[config.mk]
export PLATFORM = sky130hd
export DESIGN_NAME = tlul_reg_responder
export DESIGN_NICKNAME = d
export VERILOG_FILES = /design/src/rtl/tlul_reg_responder.sv
export SDC_FILE = /design/constraint.sdc
export NUM_CORES = 1
export LEC_CHECK = 0
export BUFFER_PORTS_ARGS = -buffer_cell sky130_fd_sc_hd__buf_2
export CELL_PAD_IN_SITES_DETAIL_PLACEMENT = 1
export CELL_PAD_IN_SITES_GLOBAL_PLACEMENT = 1
export CORE_UTILIZATION = 31
export CTS_BUF_LIST = sky130_fd_sc_hd__clkbuf_16
export DETAILED_ROUTE_END_ITERATION = 10
export PLACE_DENSITY = 0.9
export SLEW_MARGIN = 20
export SYNTH_ARGS = -nofsm -noshare
export SYNTH_HDL_FRONTEND = slang
export SYNTH_SLANG_ARGS = --single-unit
[constraint.sdc]
create_clock -name clk_i -period 2.2 [get_ports clk_i]
set_input_delay 0.11 -clock clk_i [delete_from_list [all_inputs] [get_ports clk_i]]
set_output_delay 0.11 -clock clk_i [all_outputs]
set_load 0.01 [all_outputs]
[src/rtl/tlul_reg_responder.sv]
// rtl/tlul_reg_responder.sv - TL-UL device port bridging single A requests to a one-cycle register backend strobe.
module tlul_reg_responder #(
    parameter int AW = 12
) (
    input  logic          clk_i,
    input  logic          rst_i,
    input  logic          a_valid_i,
    input  logic [2:0]    a_opcode_i,
    input  logic [2:0]    a_param_i,
    input  logic [1:0]    a_size_i,
    input  logic [7:0]    a_source_i,
    input  logic [31:0]   a_address_i,
    input  logic [3:0]    a_mask_i,
    input  logic [31:0]   a_data_i,
    output logic          a_ready_o,
    output logic          d_valid_o,
    input  logic          d_ready_i,
    output logic [2:0]    d_opcode_o,
    output logic [2:0]    d_param_o,
    output logic [1:0]    d_size_o,
    output logic [7:0]    d_source_o,
    output logic          d_sink_o,
    output logic [31:0]   d_data_o,
    output logic [15:0]   d_user_o,
    output logic          d_error_o,
    output logic          req_o,
    output logic          we_o,
    output logic [AW-1:0] addr_o,
    output logic [31:0]   wdata_o,
    output logic [3:0]    be_o,
    input  logic [31:0]   rdata_i,
    input  logic          error_i
);

    typedef enum logic [1:0] {IDLE, ACCESS, WAIT, RESP} state_e;

    state_e        state_q, state_d;
    logic          is_get_q, is_get_d;
    logic          perr_q, perr_d;
    logic [1:0]    size_q, size_d;
    logic [7:0]    source_q, source_d;
    logic [AW-1:0] addr_q, addr_d;
    logic [3:0]    mask_q, mask_d;
    logic [31:0]   wdata_q, wdata_d;
    logic [31:0]   rsp_data_q, rsp_data_d;
    logic          rsp_err_q, rsp_err_d;

    logic       a_hs;
    logic [3:0] lanes;
    logic       perr;
    logic       access_ok;
    logic       unused_param;

    assign unused_param = ^a_param_i;

    always_comb begin
        lanes = 4'hF;
        case (a_size_i)
            2'd0:    lanes = 4'b0001 << a_address_i[1:0];
            2'd1:    lanes = 4'b0011 << a_address_i[1:0];
            default: lanes = 4'hF;
        endcase
    end

    always_comb begin
        perr = 1'b0;
        if (!(a_opcode_i == 3'd0 || a_opcode_i == 3'd1 || a_opcode_i == 3'd4)) perr = 1'b1;
        if (a_size_i > 2'd2) perr = 1'b1;
        if (a_size_i == 2'd1 && a_address_i[0]) perr = 1'b1;
        if (a_size_i == 2'd2 && a_address_i[1:0] != 2'b00) perr = 1'b1;
        if (a_address_i[31:AW] != '0) perr = 1'b1;
        if (a_opcode_i == 3'd0 && a_mask_i != lanes) perr = 1'b1;
        if (a_opcode_i == 3'd1 && (a_mask_i == 4'h0 || (a_mask_i & ~lanes) != 4'h0)) perr = 1'b1;
    end

    assign a_hs = a_valid_i && (state_q == IDLE);

    always_comb begin
        state_d    = state_q;
        is_get_d   = is_get_q;
        perr_d     = perr_q;
        size_d     = size_q;
        source_d   = source_q;
        addr_d     = addr_q;
        mask_d     = mask_q;
        wdata_d    = wdata_q;
        rsp_data_d = rsp_data_q;
        rsp_err_d  = rsp_err_q;
        case (state_q)
            IDLE: begin
                if (a_hs) begin
                    is_get_d   = (a_opcode_i == 3'd4);
                    perr_d     = perr;
                    size_d     = a_size_i;
                    source_d   = a_source_i;
                    addr_d     = a_address_i[AW-1:0];
                    mask_d     = a_mask_i;
                    wdata_d    = a_data_i;
                    rsp_err_d  = perr;
                    rsp_data_d = (perr && a_opcode_i == 3'd4) ? 32'hFFFF_FFFF : 32'h0;
                    state_d    = ACCESS;
                end
            end
            // A rejected request still spends this cycle here (strobe suppressed) so
            // its response appears one edge after the handshake.
            ACCESS: state_d = perr_q ? RESP : WAIT;
            WAIT: begin
                rsp_err_d  = error_i;
                rsp_data_d = is_get_q ? (error_i ? 32'hFFFF_FFFF : rdata_i) : 32'h0;
                state_d    = RESP;
            end
            RESP: begin
                if (d_ready_i) state_d = IDLE;
            end
            default: state_d = IDLE;
        endcase
    end

    always_ff @(posedge clk_i) begin
        if (rst_i) begin
            state_q    <= IDLE;
            is_get_q   <= 1'b0;
            perr_q     <= 1'b0;
            size_q     <= 2'd0;
            source_q   <= 8'd0;
            addr_q     <= '0;
            mask_q     <= 4'h0;
            wdata_q    <= 32'h0;
            rsp_data_q <= 32'h0;
            rsp_err_q  <= 1'b0;
        end else begin
            state_q    <= state_d;
            is_get_q   <= is_get_d;
            perr_q     <= perr_d;
            size_q     <= size_d;
            source_q   <= source_d;
            addr_q     <= addr_d;
            mask_q     <= mask_d;
            wdata_q    <= wdata_d;
            rsp_data_q <= rsp_data_d;
            rsp_err_q  <= rsp_err_d;
        end
    end

    assign access_ok  = (state_q == ACCESS) && !perr_q;
    assign a_ready_o  = (state_q == IDLE);
    assign req_o      = access_ok;
    assign we_o       = access_ok && !is_get_q;
    assign be_o       = access_ok ? (is_get_q ? 4'hF : mask_q) : 4'h0;
    assign addr_o     = {addr_q[AW-1:2], 2'b00};
    assign wdata_o    = wdata_q;

    assign d_valid_o  = (state_q == RESP);
    assign d_opcode_o = {2'b00, is_get_q};
    assign d_param_o  = 3'd0;
    assign d_size_o   = size_q;
    assign d_source_o = source_q;
    assign d_sink_o   = 1'b0;
    assign d_data_o   = rsp_data_q;
    assign d_user_o   = 16'h0;
    assign d_error_o  = rsp_err_q;

endmodule

## After elaboration in Yosys (flattened, before gate mapping)

Index checks and enable logic that the tools add are counted.

| cells by class | value |
|---|---|
| bitwise logic cells | 2 |
| equality and inequality tests | 10 |
| reduce and logical (&&, ||, !) cells | 24 |
| mux-type cells | 21 |
| shift operators | 2 |
| magnitude comparators | 1 |

Operator list:

| cell | count |
|---|---|
| $mux 32 | 4 |
| $pmux 32 s2 | 1 |
| $reduce_bool 20->1 | 1 |
| $mux 1 | 9 |
| $logic_and 1x1->1 | 8 |
| $mux 4 | 2 |
| $pmux 2 s4 | 1 |
| $pmux 4 s2 | 1 |
| $eq 2x2->1 const B | 3 |
| $reduce_and 2->1 | 3 |
| $and 4x4->4 | 1 |
| $eq 2x1->1 const B | 2 |
| $logic_not 2->1 | 2 |
| $logic_not 4->1 | 1 |
| $mux 2 | 2 |
| $ne 2x1->1 const B | 2 |
| $ne 4x4->1 | 1 |
| $not 4->4 | 1 |
| $reduce_bool 2->1 | 2 |
| $reduce_bool 4->1 | 1 |
| $shl 1x2->4 const A | 1 |
| $shl 2x2->4 const A | 1 |
| $eq 3x1->1 const B | 1 |
| $eq 3x3->1 const B | 1 |
| other kinds (5) | 8 |

| storage, ports and cells | value |
|---|---|
| register bits | 95 |
| output and inout bits | 118 |
| logic and storage cells | 70 |

## Depth between registers and ports, before layout

Gate-level depths: netlist of run 1.

| depth | value |
|---|---|
| depth in word-level cells | 14 |
| depth in mapped cells | 9 |
| mapped depth without buffers | 8 |

## Worst setup path before layout of run 1

OpenSTA, ideal clock, no wires.

| path | value |
|---|---|
| path kind | register -> register |
| from | reg state_q[0] |
| to | reg rsp_data_q[10], in the netlist d_data_o[10] |
| stages on the path, launching flop included | 10 |
| slack | 186 ps |
| arrival | 1,875 ps |
| setup time | 140 ps |
| path through | dfxtp_1 -> inv_1 -> ha_1 -> clkbuf_1 -> mux2i_1 -> buf_2 -> buf_1 -> nor3_1 -> a21oi_1 -> o22ai_2 |

| between the ends | value |
|---|---|
| cells in the longest elaborated chain, start to end | 4 |

Ends and longest elaborated chain:

| element | line | text |
|---|---|---|
| start, declared | 37 | `state_e state_q, state_d;` |
| start signal, assigned | 132 | `state_q <= state_d;` |
| $logic_not 2->1 * | - |  |
| net a_ready_o | 15 | `output logic a_ready_o,` |
| $logic_and 1x1->1 | 76 | `assign a_hs = a_valid_i && (state_q == IDLE);` |
| $ne 2x1->1 (no line) | - |  |
| $reduce_and 2->1 (no line) | - |  |
| end signal, assigned | 140 | `rsp_data_q <= rsp_data_d;` |
| end, declared | 45 | `logic [31:0] rsp_data_q, rsp_data_d;` |

The timed path passes the listed nets; every way through them passes the cells marked *.
A chain may end at the register's enable or synchronous reset.

## Final worst setup path of run 1

| path | value |
|---|---|
| from | reg state_q[0] |
| to | reg rsp_data_q[16], in the netlist d_data_o[16] |

| between the ends | value |
|---|---|
| cells in the longest elaborated chain, start to end | 4 |

Ends and longest elaborated chain:

| element | line |
|---|---|
| $logic_not 2->1 | 76, 89 |
| $logic_and 1x1->1 | 76 |
| $ne 2x1->1 (no line) | - |
| $reduce_and 2->1 (no line) | - |

Parallel ways exist; a longest one is shown, timed or not.

==> results of run 1 <==
-- final cells by class --
type                       count  area (µm²)
clock buffer                   9         225
tap                          180         225
timing repair buffer         248        1450
clock inverter                 7        66.3
inverter                       6        22.5
antenna                        1        2.50
fill                        1740        7790
sequential                    93        1860
multi-input combinational    418        2290
-- metal layers --
layer | global-route usage, % | up-vias | share of wire, %
met2 | 34.4 | 172 | 49
met5 | 0 | - | 0
li1 | - | 2304 | -
met4 | 6.10 | 0 | 2.2
met3 | 5.34 | 24 | 6.4
met1 | 23.3 | 2236 | 42
-- logic make-up after synthesis --
group / count (synthesis) / synth area share [%]
buffers and inverters: 78 / 9.27
AO/OA/AOI/OAI: 167 / 25.0
flip-flops: 93 / 41.8
other: 1 / 0.0842
AND/OR/NAND/NOR: 216 / 20.9
multiplexers: 3 / 0.702
adder cells (fa/ha/maj): 8 / 2.25
-- cell usage after synthesis, types with 2 or more instances --
cell type                  instances  area share [%]
sky130_fd_sc_hd__buf_4            25             4.2
sky130_fd_sc_hd__buf_2             3            0.34
sky130_fd_sc_hd__o22ai_1           3            0.42
sky130_fd_sc_hd__nand2_1         116             9.8
sky130_fd_sc_hd__a21oi_1          92              10
sky130_fd_sc_hd__dfxtp_1          93              42
sky130_fd_sc_hd__ha_1              8             2.2
sky130_fd_sc_hd__buf_6             3            0.76
sky130_fd_sc_hd__mux2i_1           2            0.45
sky130_fd_sc_hd__o21ai_0          33             3.7
sky130_fd_sc_hd__nor3_1           33             3.7
sky130_fd_sc_hd__a211oi_1          2            0.34
sky130_fd_sc_hd__buf_1             5            0.42
sky130_fd_sc_hd__inv_1             6            0.51
sky130_fd_sc_hd__clkbuf_1         36             3.0
sky130_fd_sc_hd__o22ai_2          30             8.4
sky130_fd_sc_hd__nor2_1           50             4.2
sky130_fd_sc_hd__nor4_1            4            0.56
-- stage by stage --
stage	cell area (µm²)	utilization [%]	cells	setup WS, ns	hold WS, ns
after CTS	6100	43.8	958	0.122	0.00123
final	6140	44.1	962	0.209	0.00840
after detailed placement	5580	40.1	919	0.136	0.358
after floorplan	4540	-	589	0.186	0.246
after global routing	6140	44.1	962	0.0732	0.0000451
after global placement	5580	40.1	919	0.185	0.351
-- flip-flops by register name, indices dropped and copies added, names as in the netlist --
signal and count:
mask_q 4, d_size_o 2, d_error_o 1, d_source_o 8
wdata_o 32, is_get_q 1, state_q 2, perr_q 1
addr_q 10, d_data_o 32
-- worst min-delay path by stage --
stage | from | endpoint | cells past startpoint | slack, ns
after floorplan | a_mask_i[0] | mask_q[0]$_SDFFE_PP0P_ | 2 | 0.25
after global placement | a_source_i[7] | d_source_o[7]$_SDFFE_PP0P_ | 3 | 0.35
after detailed placement | a_data_i[28] | wdata_o[28]$_SDFFE_PP0P_ | 3 | 0.36
after CTS | a_source_i[7] | d_source_o[7]$_SDFFE_PP0P_ | 3 | 0.001
after global routing | a_data_i[11] | wdata_o[11]$_SDFFE_PP0P_ | 3 | 0.00005
final | a_source_i[7] | d_source_o[7]$_SDFFE_PP0P_ | 3 | 0.008
-- timing repair --
| item | CTS | global route |
|---|---|---|
| resized for setup | 0 | 1 |
| hold endpoints to repair | 23 | 3 |
| buffers inserted | 0 | 0 |
| hold buffers | 23 | 3 |
| setup endpoints to repair | 0 | 1 |
-- worst max-delay path, delay by kind of cell, from the launching register on --
family,cells,cell delay (ns)
buffers and inverters,2,0.40
and+or+nand+nor,1,0.10
DFF,1,0.33
adders and majority gates,1,0.39
AOI/OAI and AO/OA,2,0.29
muxes,1,0.32
-- power by group through the flow --
stage / Combinational [mW] / Sequential, mW / Clock, mW
after floorplan: 1.13 / 2.26 / 0
after global placement: 1.95 / 2.14 / 0
after detailed placement: 2.01 / 2.16 / 0
after CTS: 2.04 / 2.13 / 1.60
after global routing: 2.25 / 2.16 / 1.68
final: 2.05 / 2.13 / 1.55
==> report_table.html, run 1 <==
<table>
<tr><th>Metric</th><th>Value</th></tr>
<tr><th colspan="2">Die</th></tr>
<tr><td>Vert. Die Dim</td><td>122 µm</td></tr>
<tr><td>Die width</td><td>122 µm</td></tr>
<tr><td>Effective utilization at floorplan</td><td>32.0%</td></tr>
<tr><td>Die ar.</td><td>14900 µm²</td></tr>
<tr><td>Num ports</td><td>239</td></tr>
<tr><td>Core Rows</td><td>43</td></tr>
<tr><td>Core Region</td><td>13900 µm²</td></tr>
<tr><th colspan="2">Global routing</th></tr>
<tr><td>Congestion Overflow GR</td><td>0</td></tr>
<tr><td>First-pass GRT wire length</td><td>22800 µm</td></tr>
<tr><td>Number of antenna violations at the first check in global routing</td><td>1</td></tr>
<tr><td>Overall track demand over capacity in global routing</td><td>19.7%</td></tr>
<tr><td>Largest net degree at the start of global routing</td><td>66</td></tr>
<tr><td>Via count of the first global-routing pass</td><td>4605</td></tr>
<tr><th colspan="2">Worst setup path</th></tr>
<tr><td>Largest stage delay, worst path</td><td>0.39 ns</td></tr>
<tr><td>CP max FO</td><td>65</td></tr>
<tr><td>Capturing instance or port of the critical path</td><td>d_data_o[16]$_SDFFE_PP0P_</td></tr>
<tr><td>Worst Path Arrival</td><td>2.21 ns</td></tr>
<tr><td>WS Path Type</td><td>reg2reg</td></tr>
<tr><td>Data required time of the worst path</td><td>2.42 ns</td></tr>
<tr><td>Path depth of the worst reg2reg path</td><td>7</td></tr>
<tr><td>Capturing point of the worst reg2reg path</td><td>d_data_o[16]$_SDFFE_PP0P_</td></tr>
<tr><td>Launch point of the worst path</td><td>state_q[0]$_SDFFE_PP0P_</td></tr>
<tr><td>Register-to-register path setup slack</td><td>0.21 ns</td></tr>
<tr><td>Critical Path Sink Type</td><td>flop</td></tr>
<tr><td>Startpoint types</td><td>flop</td></tr>
<tr><td>Slowest cell on the critical path</td><td>sky130_fd_sc_hd__ha_1</td></tr>
<tr><td>Critical-path cell list</td><td>inv_1 &gt; ha_1 &gt; mux2i_4 &gt; buf_12 &gt; nor3_1 &gt; a21oi_1 &gt; o22ai_2</td></tr>
<tr><td>Worst r2r src</td><td>state_q[0]$_SDFFE_PP0P_</td></tr>
<tr><th colspan="2">Synthesis</th></tr>
<tr><td>Synth Cell Area</td><td>4450 µm²</td></tr>
<tr><td>Proportion of synthesized chip area in sequential cells</td><td>41.8%</td></tr>
<tr><td>Number of distinct standard cells referenced by the synthesized netlist</td><td>40</td></tr>
<tr><td>Asr flop ratio synth</td><td>0%</td></tr>
<tr><td>Average footprint of a synthesized cell</td><td>7.87 µm²</td></tr>
<tr><td>Number of register bits inferred by synthesis</td><td>93</td></tr>
<tr><td>Synth Warn #</td><td>0</td></tr>
<tr><td>Top_reg_cell synth</td><td>sky130_fd_sc_hd__dfxtp_1</td></tr>
<tr><td>Number of enable-type register cells in the synthesized netlist</td><td>0</td></tr>
<tr><td>Post-Syn Instances</td><td>566</td></tr>
<tr><th colspan="2">Power</th></tr>
<tr><td>Total power divided by cell area</td><td>933 nW/µm²</td></tr>
<tr><td>Design Power</td><td>5.73 mW</td></tr>
<tr><td>Leakage Power</td><td>2.75 nW</td></tr>
<tr><td>Psw</td><td>2.15 mW</td></tr>
<tr><td>Clock network fraction of design power</td><td>27.0%</td></tr>
<tr><td>VDD IR-drop max</td><td>0.575 mV</td></tr>
<tr><td>Internal Pwr Total</td><td>3.58 mW</td></tr>
<tr><td>Relative contribution of combinational cells to total power</td><td>35.7%</td></tr>
<tr><td>Sequential power share</td><td>37.2%</td></tr>
<tr><td>Net switching share of the total power</td><td>37.5%</td></tr>
<tr><th colspan="2">Clock tree</th></tr>
<tr><td>Clock slew at reported path FFs</td><td>0.07 ns</td></tr>
<tr><td>CTS root buf</td><td>sky130_fd_sc_hd__clkbuf_16</td></tr>
<tr><td>Maximum clock path buffer count</td><td>2</td></tr>
<tr><td>Clock sink total</td><td>93</td></tr>
<tr><td>Clock latency reported for the late side of the worst-skew pair</td><td>0.34 ns</td></tr>
<tr><td>CTS tree</td><td>built</td></tr>
<tr><td>TritonCTS Buffers</td><td>9</td></tr>
<tr><td>Level count of the clock H-tree</td><td>3</td></tr>
<tr><th colspan="2">STA</th></tr>
<tr><td>Worst-Margin Slew</td><td>0.620 ns</td></tr>
<tr><td>RSZ-0062 raised after global routing</td><td>no</td></tr>
<tr><td>Time the final worst path needs with I/O delays and setup</td><td>1.99 ns</td></tr>
<tr><td>Fin Clk Skew</td><td>0.0104 ns</td></tr>
<tr><td>Max-slew violation count</td><td>0</td></tr>
<tr><td>Share of the clock period used by the worst path after layout</td><td>90.5%</td></tr>
<tr><td>Total Neg Setup Slack</td><td>0 ns</td></tr>
<tr><td>Peak clock frequency supported by timing</td><td>502 MHz</td></tr>
<tr><td>Number of failing hold endpoints at the final stage</td><td>0</td></tr>
<tr><td>Count of endpoints failing setup in the final report</td><td>0</td></tr>
<tr><td>Worst rel slew slack</td><td>58.7%</td></tr>
<tr><th colspan="2">Worst hold path</th></tr>
<tr><td>Class of the worst hold path</td><td>in2reg</td></tr>
<tr><th colspan="2">Job</th></tr>
<tr><td>Maximum Capacitance Violations</td><td>0</td></tr>
<tr><th colspan="2">Final layout</th></tr>
<tr><td>Commonest non-fill, non-tap cells in the layout</td><td>sky130_fd_sc_hd__buf_2 (210), sky130_fd_sc_hd__nand2_1 (115), sky130_fd_sc_hd__dfxtp_1 (93), sky130_fd_sc_hd__a21oi_1 (92), sky130_fd_sc_hd__nor2_1 (50)</td></tr>
<tr><td>Layout cells sized above 1</td><td>35.2%</td></tr>
<tr><td>Nets@finish</td><td>905</td></tr>
<tr><td>Most common cell after layout, fill and taps aside</td><td>sky130_fd_sc_hd__buf_2</td></tr>
<tr><td>Area delta synth-&gt;final</td><td>37.9%</td></tr>
<tr><th colspan="2">Status</th></tr>
<tr><td>Result of the run</td><td>finished clean</td></tr>
<tr><th colspan="2">Route</th></tr>
<tr><td>Total length of routed wires</td><td>14900 µm</td></tr>
<tr><td>Final antenna-violating net count</td><td>0</td></tr>
<tr><td>Vias per Instance</td><td>4.92</td></tr>
<tr><td>First-pass DRT Iterations</td><td>4</td></tr>
<tr><td>Total number of vias</td><td>4736</td></tr>
<tr><td>Final routed wire length divided by cell count</td><td>15.5 µm</td></tr>
<tr><td>Number of design-rule violations left by the first detailed-router iteration</td><td>196</td></tr>
<tr><td>Residual DRC</td><td>0</td></tr>
<tr><th colspan="2">Place</th></tr>
<tr><td>Routability congestion estimate from global placement</td><td>0.789</td></tr>
<tr><td>Port bufs</td><td>211</td></tr>
<tr><td>Detailed-placement wirelength estimate</td><td>10100 µm</td></tr>
</table>
(Power assumes the default switching activity.)
==> run 2, diff against run 1 <==
Settings changed: RECOVER_POWER from default to 50, SETUP_SLACK_MARGIN from default to 0.5.
==> run 2 against run 1 <==
Compared with the run above: critical path depth stayed put; worst hold slack improved by 0.011 ns; critical endpoint is now is_get_q$_SDFFE_PP0P_; count of clock-buffer cells in the layout stayed put; sequential share of layout area fell by 1.6 points; die area stayed put; register-to-register slack better by 0.20 ns; clock power is 16% higher; wire length is 15% higher; worst setup slack gained 0.20 ns.
==> report_table.html, run 2 (same netlist as run 1, synthesis figures left out) <==
<table>
<tr><th>Metric</th><th>Value</th></tr>
<tr><th colspan="2">Global routing</th></tr>
<tr><td>Congestion Overflow GR</td><td>0</td></tr>
<tr><td>Overall track demand over capacity in global routing</td><td>21.6%</td></tr>
<tr><td>Number of antenna violations at the first check in global routing</td><td>0</td></tr>
<tr><td>First-pass GRT wire length</td><td>24800 µm</td></tr>
<tr><td>Via count of the first global-routing pass</td><td>4920</td></tr>
<tr><td>Largest net degree at the start of global routing</td><td>59</td></tr>
<tr><th colspan="2">Worst setup path</th></tr>
<tr><td>Number of buffer and inverter instances along the worst setup path</td><td>3</td></tr>
<tr><td>Slowest cell on the critical path</td><td>sky130_fd_sc_hd__clkbuf_4</td></tr>
<tr><td>CP max FO</td><td>58</td></tr>
<tr><td>Critical-path cell list</td><td>inv_4 &gt; ha_4 &gt; clkbuf_1 &gt; nand2_2 &gt; clkbuf_4 &gt; or2_1 &gt; a21oi_1</td></tr>
<tr><td>Critical Path Sink Type</td><td>flop</td></tr>
<tr><td>Worst r2r src</td><td>state_q[0]$_SDFFE_PP0P_</td></tr>
<tr><td>Logic depth of the worst setup path including buffers</td><td>7</td></tr>
<tr><td>WS Path Type</td><td>reg2reg</td></tr>
<tr><td>Largest stage delay, worst path</td><td>0.39 ns</td></tr>
<tr><td>Worst Path Arrival</td><td>2.07 ns</td></tr>
<tr><td>Path depth of the worst reg2reg path</td><td>7</td></tr>
<tr><td>Startpoint types</td><td>flop</td></tr>
<tr><td>Capturing instance or port of the critical path</td><td>is_get_q$_SDFFE_PP0P_</td></tr>
<tr><td>Cell family with most CP delay</td><td>buffers and inverters</td></tr>
<tr><td>Capturing point of the worst reg2reg path</td><td>is_get_q$_SDFFE_PP0P_</td></tr>
<tr><td>Register-to-register path setup slack</td><td>0.41 ns</td></tr>
<tr><td>Data required time of the worst path</td><td>2.47 ns</td></tr>
<tr><td>Launch point of the worst path</td><td>state_q[0]$_SDFFE_PP0P_</td></tr>
<tr><th colspan="2">STA</th></tr>
<tr><td>Number of failing hold endpoints at the final stage</td><td>0</td></tr>
<tr><td>Worst rel slew slack</td><td>56.8%</td></tr>
<tr><td>Time the final worst path needs with I/O delays and setup</td><td>1.79 ns</td></tr>
<tr><td>Total Neg Setup Slack</td><td>0 ns</td></tr>
<tr><td>Max-slew violation count</td><td>0</td></tr>
<tr><td>Worst-Margin Slew</td><td>0.647 ns</td></tr>
<tr><td>RSZ-0062 raised after global routing</td><td>yes</td></tr>
<tr><td>Share of the clock period used by the worst path after layout</td><td>81.5%</td></tr>
<tr><td>Peak clock frequency supported by timing</td><td>558 MHz</td></tr>
<tr><td>Count of endpoints failing setup in the final report</td><td>0</td></tr>
<tr><td>Fin Clk Skew</td><td>0.00389 ns</td></tr>
<tr><td>Final worst-path setup slack</td><td>0.407 ns</td></tr>
<tr><th colspan="2">Route</th></tr>
<tr><td>Vias per Instance</td><td>5.04</td></tr>
<tr><td>Number of design-rule violations left by the first detailed-router iteration</td><td>228</td></tr>
<tr><td>Final routed wire length divided by cell count</td><td>17.4 µm</td></tr>
<tr><td>Total number of vias</td><td>4966</td></tr>
<tr><td>Residual DRC</td><td>0</td></tr>
<tr><td>First-pass DRT Iterations</td><td>4</td></tr>
<tr><td>Final antenna-violating net count</td><td>0</td></tr>
<tr><td>Total length of routed wires</td><td>17100 µm</td></tr>
<tr><th colspan="2">Clock tree</th></tr>
<tr><td>Clock slew at reported path FFs</td><td>0.07 ns</td></tr>
<tr><td>Clock latency reported for the late side of the worst-skew pair</td><td>0.35 ns</td></tr>
<tr><td>TritonCTS Buffers</td><td>9</td></tr>
<tr><td>Maximum clock path buffer count</td><td>2</td></tr>
<tr><td>Clock sink total</td><td>93</td></tr>
<tr><td>Level count of the clock H-tree</td><td>3</td></tr>
<tr><td>CTS tree</td><td>built</td></tr>
<tr><td>CTS root buf</td><td>sky130_fd_sc_hd__clkbuf_16</td></tr>
<tr><th colspan="2">Final layout</th></tr>
<tr><td>Fin util</td><td>46.7%</td></tr>
<tr><td>Area delta synth-&gt;final</td><td>46.0%</td></tr>
<tr><td>Final Cell Area</td><td>6500 µm²</td></tr>
<tr><td>Antenna Cells</td><td>0</td></tr>
<tr><td>Most common cell after layout, fill and taps aside</td><td>sky130_fd_sc_hd__buf_2</td></tr>
<tr><td>Nets@finish</td><td>929</td></tr>
<tr><td>Commonest non-fill, non-tap cells in the layout</td><td>sky130_fd_sc_hd__buf_2 (122), sky130_fd_sc_hd__nand2_1 (115), sky130_fd_sc_hd__dfxtp_1 (91), sky130_fd_sc_hd__clkbuf_1 (89), sky130_fd_sc_hd__a21oi_1 (79)</td></tr>
<tr><td>Layout cells sized above 1</td><td>28.4%</td></tr>
<tr><th colspan="2">Die</th></tr>
<tr><td>Effective utilization at floorplan</td><td>32.0%</td></tr>
<tr><td>Core Rows</td><td>43</td></tr>
<tr><td>Num ports</td><td>239</td></tr>
<tr><td>Vert. Die Dim</td><td>122 µm</td></tr>
<tr><td>Core Region</td><td>13900 µm²</td></tr>
<tr><td>Die ar.</td><td>14900 µm²</td></tr>
<tr><td>Die width</td><td>122 µm</td></tr>
<tr><th colspan="2">Job</th></tr>
<tr><td>Maximum Capacitance Violations</td><td>0</td></tr>
<tr><th colspan="2">Status</th></tr>
<tr><td>Result of the run</td><td>finished clean</td></tr>
<tr><th colspan="2">Place</th></tr>
<tr><td>Placed Instance Area</td><td>5630 µm²</td></tr>
<tr><td>Port bufs</td><td>211</td></tr>
<tr><td>Detailed-placement wirelength estimate</td><td>9860 µm</td></tr>
<tr><td>Pre-CTS setup slack</td><td>0.128 ns</td></tr>
<tr><td>Routability congestion estimate from global placement</td><td>0.751</td></tr>
<tr><th colspan="2">Worst hold path</th></tr>
<tr><td>Class of the worst hold path</td><td>in2reg</td></tr>
<tr><th colspan="2">Power</th></tr>
<tr><td>Design Power</td><td>6.54 mW</td></tr>
<tr><td>Leakage Power</td><td>2.58 nW</td></tr>
<tr><td>Total power divided by cell area</td><td>1010 nW/µm²</td></tr>
<tr><td>VDD IR-drop max</td><td>0.539 mV</td></tr>
</table>
## run 2: area by class of cell
class	count	area [µm²]
fill	1753	7430
multi-input combinational	419	2430
sequential	93	1870
timing repair buffer	271	1620
clock buffer	9	225
tap	180	225
clock inverter	7	114
inverter	6	25.0
## run 2: routing by layer
layer / up-vias / routed length (µm) / global-route usage [%]
met1: 2396 / 7030 / 24.6
met4: 0 / 279 / 8.10
met5: - / 0 / 0
li1: 2362 / - / -
met3: 23 / 1070 / 5.57
met2: 185 / 8720 / 38.3
## run 2: worst register-to-register path, delay by kind of cell, from the launching register on
kind / cells / cell delay (ns)
buf+inv: 3 / 0.63
simple gates: 2 / 0.44
flops: 1 / 0.36
fa+ha+maj: 1 / 0.17
compound gates: 1 / 0.13
## run 2: where the power goes
group          internal, mW  switching [mW]
clock                  1.11           0.696
combinational          1.01            1.57
sequential             1.98           0.185
## run 2: stage by stage
step	cells	hold slack [ns]
2_1_floorplan	589	0.246
3_3_place_gp	922	0.351
3_5_place_dp	922	0.357
5_1_grt	985	0.00628
6_report	985	0.0191
4_1_cts	977	0.000596
## run 2: worst min path at each step
stage	from	endpoint	depth (start not counted)
floorplan	a_mask_i[0]	mask_q[0]$_SDFFE_PP0P_	2
global placement	a_source_i[7]	d_source_o[7]$_SDFFE_PP0P_	3
detailed placement	a_data_i[2]	wdata_o[2]$_SDFFE_PP0P_	3
CTS	a_source_i[6]	d_source_o[6]$_SDFFE_PP0P_	3
global route	a_source_i[6]	d_source_o[6]$_SDFFE_PP0P_	3
finish	a_data_i[19]	wdata_o[19]$_SDFFE_PP0P_	3
## run 2: timing repair
| action | 4_1_cts | 5_1_grt |
|---|---|---|
| resized for setup | 13 | 35 |
| cloned | 2 | 4 |
| setup endpoints to repair | 74 | 49 |
| endpoints found under the hold margin | 34 | 1 |
| hold buffers | 34 | 1 |
| setup buffers | 3 | 3 |
| pin swaps | 1 | 4 |
==> run 3, diff against run 2 <==
Settings changed: ABC_AREA from default to 1, CORE_UTILIZATION 31 to 29.
Clock period 2.2 ns to 1.7 ns, I/O delays scaled along.
==> run 3 against run 2 <==
Compared with the run above: area after synthesis is 6.8% lower; combinational power up 130%; via count shrank 2.5%; critical path depth rose by 1; cell area grew 9.3%; fmax increased by 23%; final cell count up 4.9%; largest cell class unchanged; largest power group unchanged.
==> report_table.html, run 3 <==
<table>
<tr><th>Metric</th><th>Value</th></tr>
<tr><th colspan="2">Final layout</th></tr>
<tr><td>Fin util</td><td>51.0%</td></tr>
<tr><td>Area delta synth-&gt;final</td><td>71.3%</td></tr>
<tr><td>Commonest non-fill, non-tap cells in the layout</td><td>sky130_fd_sc_hd__nor2_1 (162), sky130_fd_sc_hd__buf_2 (121), sky130_fd_sc_hd__dfxtp_1 (91), sky130_fd_sc_hd__clkbuf_1 (86), sky130_fd_sc_hd__nor2_4 (51)</td></tr>
<tr><td>Nets@finish</td><td>978</td></tr>
<tr><td>Number of fill cells in the layout</td><td>1707</td></tr>
<tr><td>Antenna Cells</td><td>0</td></tr>
<tr><td>Most common cell after layout, fill and taps aside</td><td>sky130_fd_sc_hd__nor2_1</td></tr>
<tr><td>Layout cells sized above 1</td><td>36.8%</td></tr>
<tr><th colspan="2">Synthesis</th></tr>
<tr><td>Most numerous cell in the Yosys netlist</td><td>sky130_fd_sc_hd__nor2_1</td></tr>
<tr><td>Number of enable-type register cells in the synthesized netlist</td><td>0</td></tr>
<tr><td>Number of distinct standard cells referenced by the synthesized netlist</td><td>22</td></tr>
<tr><td>Leading post-synthesis cells by instance count</td><td>sky130_fd_sc_hd__nor2_1 (238), sky130_fd_sc_hd__o21ai_0 (95), sky130_fd_sc_hd__dfxtp_1 (93)</td></tr>
<tr><td>Number of register bits inferred by synthesis</td><td>93</td></tr>
<tr><td>Post-Syn Instances</td><td>593</td></tr>
<tr><td>Cell type with the largest total area after synthesis</td><td>sky130_fd_sc_hd__dfxtp_1</td></tr>
<tr><td>Average footprint of a synthesized cell</td><td>7.00 µm²</td></tr>
<tr><td>Synth Cell Area</td><td>4150 µm²</td></tr>
<tr><td>Synth Warn #</td><td>0</td></tr>
<tr><td>Share of the synthesized area in the top cell type</td><td>44.9%</td></tr>
<tr><td>Top_reg_cell synth</td><td>sky130_fd_sc_hd__dfxtp_1</td></tr>
<tr><td>Proportion of synthesized chip area in sequential cells</td><td>44.9%</td></tr>
<tr><td>Asr flop ratio synth</td><td>0%</td></tr>
<tr><td>Leading cell types by total area after synthesis</td><td>sky130_fd_sc_hd__dfxtp_1 (45%), sky130_fd_sc_hd__nor2_1 (22%), sky130_fd_sc_hd__o21ai_0 (11%)</td></tr>
<tr><th colspan="2">Die</th></tr>
<tr><td>Effective utilization at floorplan</td><td>29.8%</td></tr>
<tr><td>Die ar.</td><td>14800 µm²</td></tr>
<tr><td>Num ports</td><td>239</td></tr>
<tr><td>Core Rows</td><td>43</td></tr>
<tr><td>Core Region</td><td>13900 µm²</td></tr>
<tr><td>Die width</td><td>122 µm</td></tr>
<tr><td>Vert. Die Dim</td><td>122 µm</td></tr>
<tr><th colspan="2">Route</th></tr>
<tr><td>Final antenna-violating net count</td><td>0</td></tr>
<tr><td>Number of design-rule violations left by the first detailed-router iteration</td><td>131</td></tr>
<tr><td>Total length of routed wires</td><td>16700 µm</td></tr>
<tr><td>Total number of vias</td><td>4840</td></tr>
<tr><td>Vias per Instance</td><td>4.69</td></tr>
<tr><td>First-pass DRT Iterations</td><td>4</td></tr>
<tr><td>Residual DRC</td><td>0</td></tr>
<tr><td>Final routed wire length divided by cell count</td><td>16.1 µm</td></tr>
<tr><th colspan="2">Clock tree</th></tr>
<tr><td>Maximum clock path buffer count</td><td>2</td></tr>
<tr><td>Clock sink total</td><td>93</td></tr>
<tr><td>Clock latency reported for the late side of the worst-skew pair</td><td>0.34 ns</td></tr>
<tr><td>Clock slew at reported path FFs</td><td>0.07 ns</td></tr>
<tr><td>CTS root buf</td><td>sky130_fd_sc_hd__clkbuf_16</td></tr>
<tr><td>TritonCTS Buffers</td><td>9</td></tr>
<tr><td>Level count of the clock H-tree</td><td>3</td></tr>
<tr><td>CTS tree</td><td>built</td></tr>
<tr><th colspan="2">Worst hold path</th></tr>
<tr><td>Class of the worst hold path</td><td>in2reg</td></tr>
<tr><td>Worst Hold Path EP</td><td>wdata_o[15]$_SDFFE_PP0P_</td></tr>
<tr><td>Hold-critical path depth</td><td>3</td></tr>
<tr><td>Min-Delay Startpoint</td><td>a_data_i[15]</td></tr>
<tr><th colspan="2">Worst setup path</th></tr>
<tr><td>Critical Path Sink Type</td><td>flop</td></tr>
<tr><td>CP max FO</td><td>5</td></tr>
<tr><td>Slowest cell on the critical path</td><td>sky130_fd_sc_hd__dfxtp_4</td></tr>
<tr><td>Path depth of the worst reg2reg path</td><td>8</td></tr>
<tr><td>Worst Path Arrival</td><td>1.73 ns</td></tr>
<tr><td>Number of buffer and inverter instances along the worst setup path</td><td>4</td></tr>
<tr><td>Capturing point of the worst reg2reg path</td><td>addr_q[5]$_SDFFE_PP0P_</td></tr>
<tr><td>Data required time of the worst path</td><td>1.97 ns</td></tr>
<tr><td>Startpoint types</td><td>flop</td></tr>
<tr><td>Register-to-register path setup slack</td><td>0.24 ns</td></tr>
<tr><td>Largest stage delay, worst path</td><td>0.37 ns</td></tr>
<tr><td>WS Path Type</td><td>reg2reg</td></tr>
<tr><td>Critical-path cell list</td><td>inv_6 &gt; ha_4 &gt; nand2_8 &gt; buf_12 &gt; inv_8 &gt; clkbuf_2 &gt; nor2_4 &gt; nor2_1</td></tr>
<tr><td>Worst r2r src</td><td>state_q[1]$_SDFFE_PP0P_</td></tr>
<tr><td>Cell family with most CP delay</td><td>buffers and inverters</td></tr>
<tr><th colspan="2">Global routing</th></tr>
<tr><td>Via count of the first global-routing pass</td><td>4674</td></tr>
<tr><td>Congestion Overflow GR</td><td>0</td></tr>
<tr><td>Largest net degree at the start of global routing</td><td>46</td></tr>
<tr><td>Overall track demand over capacity in global routing</td><td>19.9%</td></tr>
<tr><td>Number of antenna violations at the first check in global routing</td><td>0</td></tr>
<tr><td>First-pass GRT wire length</td><td>23000 µm</td></tr>
<tr><th colspan="2">STA</th></tr>
<tr><td>Fin Clk Skew</td><td>0.00527 ns</td></tr>
<tr><td>Number of failing hold endpoints at the final stage</td><td>0</td></tr>
<tr><td>Time the final worst path needs with I/O delays and setup</td><td>1.46 ns</td></tr>
<tr><td>RSZ-0062 raised after global routing</td><td>yes</td></tr>
<tr><td>Max-slew violation count</td><td>0</td></tr>
<tr><td>Worst rel slew slack</td><td>58.0%</td></tr>
<tr><td>Share of the clock period used by the worst path after layout</td><td>85.7%</td></tr>
<tr><td>Peak clock frequency supported by timing</td><td>686 MHz</td></tr>
<tr><td>Count of endpoints failing setup in the final report</td><td>0</td></tr>
<tr><td>Worst-Margin Slew</td><td>0.629 ns</td></tr>
<tr><td>Total Neg Setup Slack</td><td>0 ns</td></tr>
<tr><th colspan="2">Power</th></tr>
<tr><td>Clock network fraction of design power</td><td>16.3%</td></tr>
<tr><td>Net switching share of the total power</td><td>42.8%</td></tr>
<tr><td>VDD IR-drop max</td><td>0.587 mV</td></tr>
<tr><td>Relative contribution of combinational cells to total power</td><td>52.3%</td></tr>
<tr><td>Leakage Power</td><td>3.06 nW</td></tr>
<tr><td>Psw</td><td>4.82 mW</td></tr>
<tr><td>Sequential power share</td><td>31.4%</td></tr>
<tr><td>Total power divided by cell area</td><td>1580 nW/µm²</td></tr>
<tr><td>Internal Pwr Total</td><td>6.44 mW</td></tr>
<tr><th colspan="2">Place</th></tr>
<tr><td>Routability congestion estimate from global placement</td><td>0.729</td></tr>
<tr><td>Port bufs</td><td>211</td></tr>
<tr><td>Detailed-placement wirelength estimate</td><td>9400 µm</td></tr>
<tr><th colspan="2">Status</th></tr>
<tr><td>Result of the run</td><td>finished clean</td></tr>
<tr><th colspan="2">Job</th></tr>
<tr><td>Maximum Capacitance Violations</td><td>0</td></tr>
</table>
## run 3: cell count changes after synthesis, moves of 30 or more
| cell | before | now |
|---|---|---|
| sky130_fd_sc_hd__nor2_1 | 50 | 238 |
| sky130_fd_sc_hd__nand2_1 | 116 | 25 |
| sky130_fd_sc_hd__o21ai_0 | 33 | 95 |
| sky130_fd_sc_hd__a21oi_1 | 92 | 41 |
| sky130_fd_sc_hd__nor3_1 | 33 | 0 |
| sky130_fd_sc_hd__o22ai_2 | 30 | 0 |
## run 3: routing by layer
| metal | track usage [%] | wire (µm) |
|---|---|---|
| met1 | 22.9 | 6850 |
| met4 | 6.33 | 196 |
| met3 | 4.12 | 778 |
| met2 | 36.5 | 8850 |
| met5 | 0 | 0 |
## run 3: timing repair
| action | CTS | global route |
|---|---|---|
| gates resized for setup | 91 | 188 |
| hold buffers | 38 | 1 |
| gates cloned | 3 | 9 |
| endpoints found under the hold margin | 38 | 1 |
| setup buffers | 5 | 4 |
| pin swaps | 5 | 27 |
| setup endpoints to repair | 100 | 101 |
## run 3: power groups by stage
stage | clock network, mW | registers, mW | logic [mW]
4_1_cts | 1.89 | 3.30 | 4.57
3_3_place_gp | 0 | 3.27 | 3.67
3_5_place_dp | 0 | 3.30 | 3.77
6_report | 1.84 | 3.53 | 5.88
2_1_floorplan | 0 | 3.60 | 2.15
5_1_grt | 2.00 | 3.61 | 6.40
## run 3: worst max path at each step
stage | cells after the start | end | startpoint | slack, ns
floorplan | 13 | d_data_o[0]$_SDFFE_PP0P_ | a_size_i[1] | 0.36
global placement | 14 | d_data_o[20]$_SDFFE_PP0P_ | a_size_i[1] | 0.03
detailed placement | 14 | d_data_o[23]$_SDFFE_PP0P_ | a_size_i[1] | -0.01
CTS | 8 | d_data_o[8]$_SDFFE_PP0P_ | state_q[1]$_SDFFE_PP0P_ | 0.30
global route | 8 | addr_q[5]$_SDFFE_PP0P_ | state_q[1]$_SDFFE_PP0P_ | 0.19
finish | 8 | addr_q[5]$_SDFFE_PP0P_ | state_q[1]$_SDFFE_PP0P_ | 0.24
## run 3: cell type report
class | count | area, µm² | share of cell area, %
sequential | 93 | 1870 | 26.3
multi-input combinational | 439 | 2660 | 37.4
timing repair inverter | 1 | 11.3 | 0.158
tap | 180 | 225 | 3.17
inverter | 22 | 146 | 2.06
clock inverter | 6 | 30.0 | 0.422
clock buffer | 9 | 225 | 3.17
timing repair buffer | 283 | 1940 | 27.4
## run 3: per-stage QoR
step	setup slack, ns	total power [mW]	area (µm²)	cells	hold slack [ns]
2_1_floorplan	0.362	5.75	4370	616	0.147
3_3_place_gp	0.0285	6.95	5400	958	0.284
3_5_place_dp	-0.0139	7.07	5400	958	0.283
4_1_cts	0.302	9.76	6300	1019	0.000398
5_1_grt	0.185	12.0	7110	1033	0.0325
6_report	0.243	11.3	7110	1033	0.0126
## run 3: cell families after synthesis
| family | after synthesis | synth area share, % |
|---|---|---|
| flip-flops | 93 | 44.9 |
| adder cells (fa/ha/maj) | 8 | 2.41 |
| buffers and inverters | 84 | 10.8 |
| AO/OA/AOI/OAI | 140 | 17.2 |
| AND/OR/NAND/NOR | 267 | 24.6 |
| other | 1 | 0.0904 |
## run 3: worst register-to-register path, stage by stage (launching register included)
cell and delay, ns:
sky130_fd_sc_hd__dfxtp_4 0.37, sky130_fd_sc_hd__inv_6 0.07, sky130_fd_sc_hd__ha_4 0.19, sky130_fd_sc_hd__nand2_8 0.08, sky130_fd_sc_hd__buf_12 0.16, sky130_fd_sc_hd__inv_8 0.07, sky130_fd_sc_hd__clkbuf_2 0.27, sky130_fd_sc_hd__nor2_4 0.06
sky130_fd_sc_hd__nor2_1 0.13
